<file path="src/rtl/song_note_sequencer.sv">
// Song note sequencer: pops {note, duration} entries from the song FIFO, holds each note for its
// duration in beat ticks and scores the detected pitch. Optional macro SEMITONE_TOL_EN widens the match window to +/-1.
module song_note_sequencer #(
    parameter int NOTE_W = 7,
    parameter int DUR_W  = 8,
    parameter int CNT_W  = 16
) (
    input  logic                    clk,
    input  logic                    rst,
    input  logic                    start,
    input  logic                    tick,
    input  logic [NOTE_W+DUR_W-1:0] fifo_dout,
    input  logic                    fifo_valid,
    input  logic                    fifo_empty,
    input  logic [NOTE_W-1:0]       detected_note,
    input  logic                    detected_valid,
    output logic                    fifo_rd_en,
    output logic [NOTE_W-1:0]       target_note,
    output logic                    note_active,
    output logic [CNT_W-1:0]        hits,
    output logic [CNT_W-1:0]        ticks_total,
    output logic                    busy,
    output logic                    song_done
);

    typedef enum logic [2:0] {
        S_IDLE,
        S_FETCH,
        S_WAIT,
        S_PLAY,
        S_DONE
    } state_t;

    state_t             state_q, state_d;
    logic [NOTE_W-1:0]  target_note_q, target_note_d;
    logic [DUR_W-1:0]   dur_cnt_q, dur_cnt_d;
    logic [CNT_W-1:0]   hits_q, hits_d;
    logic [CNT_W-1:0]   ticks_q, ticks_d;

    logic [NOTE_W-1:0]  entry_note;
    logic [DUR_W-1:0]   entry_dur;
    logic               pitch_match;

    assign entry_note = fifo_dout[NOTE_W+DUR_W-1:DUR_W];
    assign entry_dur  = fifo_dout[DUR_W-1:0];

`ifdef SEMITONE_TOL_EN
    // Absolute difference taken by ordering the operands, so target 1 vs detected 0 cannot underflow.
    logic [NOTE_W-1:0] note_diff;
    assign note_diff   = (detected_note >= target_note_q) ? (detected_note - target_note_q)
                                                          : (target_note_q - detected_note);
    assign pitch_match = (note_diff <= NOTE_W'(1));
`else
    assign pitch_match = (detected_note == target_note_q);
`endif

    always_comb begin
        state_d       = state_q;
        target_note_d = target_note_q;
        dur_cnt_d     = dur_cnt_q;
        hits_d        = hits_q;
        ticks_d       = ticks_q;
        fifo_rd_en    = 1'b0;

        case (state_q)
            S_IDLE, S_DONE: begin
                if (start) begin
                    hits_d        = '0;
                    ticks_d       = '0;
                    target_note_d = '0;
                    state_d       = S_FETCH;
                end
            end
            S_FETCH: begin
                if (fifo_empty) begin
                    target_note_d = '0;
                    state_d       = S_DONE;
                end else begin
                    fifo_rd_en = 1'b1;
                    state_d    = S_WAIT;
                end
            end
            S_WAIT: begin
                // An all-zero entry marks the end of the song; a zero-length note is dropped.
                if (fifo_valid) begin
                    if (fifo_dout == '0) begin
                        target_note_d = '0;
                        state_d       = S_DONE;
                    end else if (entry_dur == '0) begin
                        state_d = S_FETCH;
                    end else begin
                        target_note_d = entry_note;
                        dur_cnt_d     = entry_dur;
                        state_d       = S_PLAY;
                    end
                end
            end
            S_PLAY: begin
                if (tick) begin
                    if (target_note_q != '0) begin
                        if (!(&ticks_q)) begin
                            ticks_d = ticks_q + CNT_W'(1);
                        end
                        if (detected_valid && pitch_match && !(&hits_q)) begin
                            hits_d = hits_q + CNT_W'(1);
                        end
                    end
                    dur_cnt_d = dur_cnt_q - DUR_W'(1);
                    if (dur_cnt_q <= DUR_W'(1)) begin
                        state_d = S_FETCH;
                    end
                end
            end
            default: begin
                state_d = S_IDLE;
            end
        endcase
    end

    always_ff @(posedge clk) begin
        if (rst) begin
            state_q       <= S_IDLE;
            target_note_q <= '0;
            dur_cnt_q     <= '0;
            hits_q        <= '0;
            ticks_q       <= '0;
        end else begin
            state_q       <= state_d;
            target_note_q <= target_note_d;
            dur_cnt_q     <= dur_cnt_d;
            hits_q        <= hits_d;
            ticks_q       <= ticks_d;
        end
    end

    assign target_note = target_note_q;
    assign note_active = (state_q == S_PLAY) && (target_note_q != '0);
    assign hits        = hits_q;
    assign ticks_total = ticks_q;
    assign busy        = (state_q != S_IDLE) && (state_q != S_DONE);
    assign song_done   = (state_q == S_DONE);

endmodule

</file>
<file path="config.mk">
export PLATFORM = sky130hd
export DESIGN_NAME = song_note_sequencer
export DESIGN_NICKNAME = d
export VERILOG_FILES = /design/src/rtl/song_note_sequencer.sv
export SDC_FILE = /design/constraint.sdc
export NUM_CORES = 1
export LEC_CHECK = 0
export CORE_MARGIN = 2
export CORE_UTILIZATION = 40
export DETAILED_ROUTE_END_ITERATION = 7
export PLACE_DENSITY = 0.68
export SKIP_LAST_GASP = 1
export SYNTH_ARGS = -nofsm -noshare
export SYNTH_HDL_FRONTEND = slang
export SYNTH_SLANG_ARGS = --single-unit
export TNS_END_PERCENT = 30
</file>
<file path="constraint.sdc">
create_clock -name clk -period 3.8 [get_ports clk]
set_input_delay 0.76 -clock clk [delete_from_list [all_inputs] [get_ports clk]]
set_output_delay 0.76 -clock clk [all_outputs]
set_load 0.03 [all_outputs]
</file>
==> results.toml <==
[power]
power_frac_comb = 0.193
seqPwrFrac = 0.528
ir_drop_uv = 189.0
p_leak_nw = 1.144
powerDensity_mw_per_mm2 = 292.4
p_switching_uw = 303.2
p_int_uw = 742.4
finalPower_mw = 1.046
power_frac_clock = 0.279
switching_share = 0.2899

[setup_path]
crit_required_ps = 3040
crit_top_cell = "clkdlybuf4s50_1"
timing.rr.end = "hits[7]"
slowest_stage = "clkdlybuf4s50_1"
path_cells = "clkdlybuf4s50_1, nor4_1, clkdlybuf4s50_1"
path_max_fanout = 2
worstRegToRegCells = 7
crit_type = "primary input to output pin"
regToRegSetupSlack_ps = 1240
startpoint_type = "primary input"
cp_slowest_stage_delay_ps = 750
cp-end-kind = "output pin"
r2r_start = "state_q[0]"
arrival_ps = 2270
path_buf_inv = 2
critical_path.top_delay_family = "buffers and inverters"

[synthesis]
synthArstFlopShare = 0
yosys.area.top_type = "dfxtp_1"
post-synth-top-count-cell = "dfxtp_1"
synth_edf_count = 0
syn_area_mm2 = 0.002713
synth_nets = 375
yosys_warnings = 0
ys_top_cells_by_area = "dfxtp_1 (37%), a21oi_1 (6.1%), nand2_1 (5.5%)"
ys_seq_area_frac = 0.3690
yosys-top-cells-count = "dfxtp_1 (50), nand2_1 (40), a21oi_1 (33)"
avgSynthCellArea_um2 = 7.932
synth-seq-cells = 50
synth_cells = 342
ys.flop_type = "dfxtp_1"
synth_top_area_share = 0.3690
synth.distinct_cells = 45

[hold_path]
min_to = "target_note[4]"
hold_class = "register to register"
hold_path_depth = 2
hp-start = "target_note[4]"

[global_route]
grt_pass1_vias = 2536
grt_pass1_wl_mm = 11.50
antenna_found_initial = 0
overflow = 0
grt_max_degree = 29
grt_use_total = 0.1841

[cts]
root_buffer = "clkbuf_8"
htreeDepth = 2
cts_tree = "yes"
cts_setup_buffers = 0
cts_made_buffers = 5
cts_hold_buffers = 0
cts-resized-gates = 0
cts.sinks = 50
clkSlewWorstSetupHoldPaths_ps = 80
clock_latency_ps = 300
clock_path_buffers = 2

[route]
wirelength_mm = 6.769
drt-initial-drc-count = 98
wl_per_cell_um = 13.73
post_drt_via_cell_ratio = 5.550
post-route-drc-count = 0
vias = 2736
ant_nets = 0
drtPass1Iterations = 4

[cells_and_area]
final_nets = 446
num_antenna_cells = 0
drive_above_1_share = 0.05085
area_growth_pct = 31.83

[timing]
timing.fmax_ghz = 0.3295
fin_setup_tns_ps = 0
finalMaxSlewViolations = 0
fin_crit_ps = 3034
hold_viol_final = 0
rsz0062_at_grt = "no"
fin_crit_sh = 0.7985
setup_viol = 0
clock-skew-final_ps = 9.116
slew_headroom = 0.3067
tightest_slew_ps = 1040

[floorplan]
io_pins = 72
die_area_mm2 = 0.007456
coreArea_mm2 = 0.006681
start_util = 0.4060
die_w_um = 86.35
die_y_um = 86.35
rows = 30

[status]
status = "finished, final reports clean"

[place]
dp_hpwl_mm = 5.076
port-buffer-count = 71
place.gp.congestion = 0.9025

[run]
cap_violations = 0
==> logic make-up (layout without fill, tap and decap cells) <==
group | count (synthesis) | in the layout | synth area share
buffers and inverters | 22 | 93 | 0.03367
and+or+nand+nor | 167 | 167 | 0.3303
xor gates and xnor gates | 20 | 20 | 0.06734
DFF | 50 | 50 | 0.3690
AOI/OAI and AO/OA | 79 | 79 | 0.1813
adders and majority gates | 4 | 4 | 0.01845
==> power groups by stage <==
stage               Combinational (mW)  Sequential (mW)  Clock (mW)
floorplan                        0.129            0.562           0
global placement                 0.200            0.564           0
detailed placement               0.202            0.564           0
CTS                              0.203            0.552       0.301
global route                     0.223            0.554       0.316
finish                           0.202            0.552       0.291
==> worst max-delay path by stage <==
| stage | start | end | slack [ps] | cells after the start |
|---|---|---|---|---|
| 6_report | fifo_empty | fifo_rd_en | 770 | 3 |
| 5_1_grt | state_q[0] | note_active | 650 | 4 |
| 4_1_cts | state_q[0] | note_active | 740 | 4 |
| 3_5_place_dp | detected_note[2] | hits[7] | 630 | 7 |
| 3_3_place_gp | detected_note[6] | hits[7] | 710 | 7 |
| 2_1_floorplan | state_q[0] | fifo_rd_en | 1240 | 3 |
==> routing by layer <==
layer | up-vias | share of wire | track usage
met2 | 63 | 0.47 | 0.3168
met4 | 0 | 0.0086 | 0.03551
met5 | - | 0 | 0
met3 | 8 | 0.049 | 0.04286
met1 | 1266 | 0.48 | 0.2371
li1 | 1399 | - | -
==> tightest hold or removal path: cells and delay by family, from the launching register on <==
family / cells / cell delay (ps)
simple gates: 1 / 60
compound gates: 1 / 50
flops: 1 / 340
==> placed cells by master, fill, tap and decap left out, types with 2 or more instances in the layout <==
cell type        Yosys  layout
xnor2_1              9       9
or3_2                5       5
o31ai_1              7       7
nand4_1             17      17
and3_1               5       5
clkbuf_8             0       5
clkbuf_1             8       2
clkdlybuf4s50_1      0      71
and3b_1              2       2
nand2_1             40      40
o21ai_0             19      19
or3_1               13      13
dfxtp_1             50      50
xor2_1              10      10
a21oi_1             33      33
inv_1               12      12
buf_4                0       3
or4_1                9       9
and2_1               4       4
nor2_1              31      31
or2_2                2       2
nand2b_1             3       3
nor4_1               7       7
nor3_1               8       8
and4_1               3       3
ha_1                 4       4
a22oi_1              5       5
a211oi_1             3       3
o211ai_1             2       2
nand3_1             13      13
==> metrics by stage <==
| step | util | cells | instance area, um2 | hold slack (ps) | setup slack, ps |
|---|---|---|---|---|---|
| floorplan | - | 342 | 2713 | 468.9 | 1238 |
| global placement | 0.5238 | 486 | 3500 | 478.5 | 705.3 |
| detailed placement | 0.5238 | 486 | 3500 | 494.1 | 628.5 |
| CTS | 0.5352 | 493 | 3576 | 505.9 | 744.3 |
| global route | 0.5352 | 493 | 3576 | 518.7 | 650.1 |
| finish | 0.5352 | 493 | 3576 | 503.9 | 765.5 |
==> area by class of cell <==
class                      instances  area [um2]
tap                               80       100.1
multi-input combinational        270        1620
timing repair buffer              74       733.2
clock buffer                       7       76.32
fill                             658        3105
inverter                          12       45.04
sequential                        50        1001
==> sequential cells by signal, indices dropped and copies added, names as in the netlist <==
| name | count |
|---|---|
| dur_cnt_q | 8 |
| hits | 16 |
| target_note | 7 |
| ticks_total | 16 |
| state_q | 3 |
No activity file was read; power rests on OpenSTA's default activity.
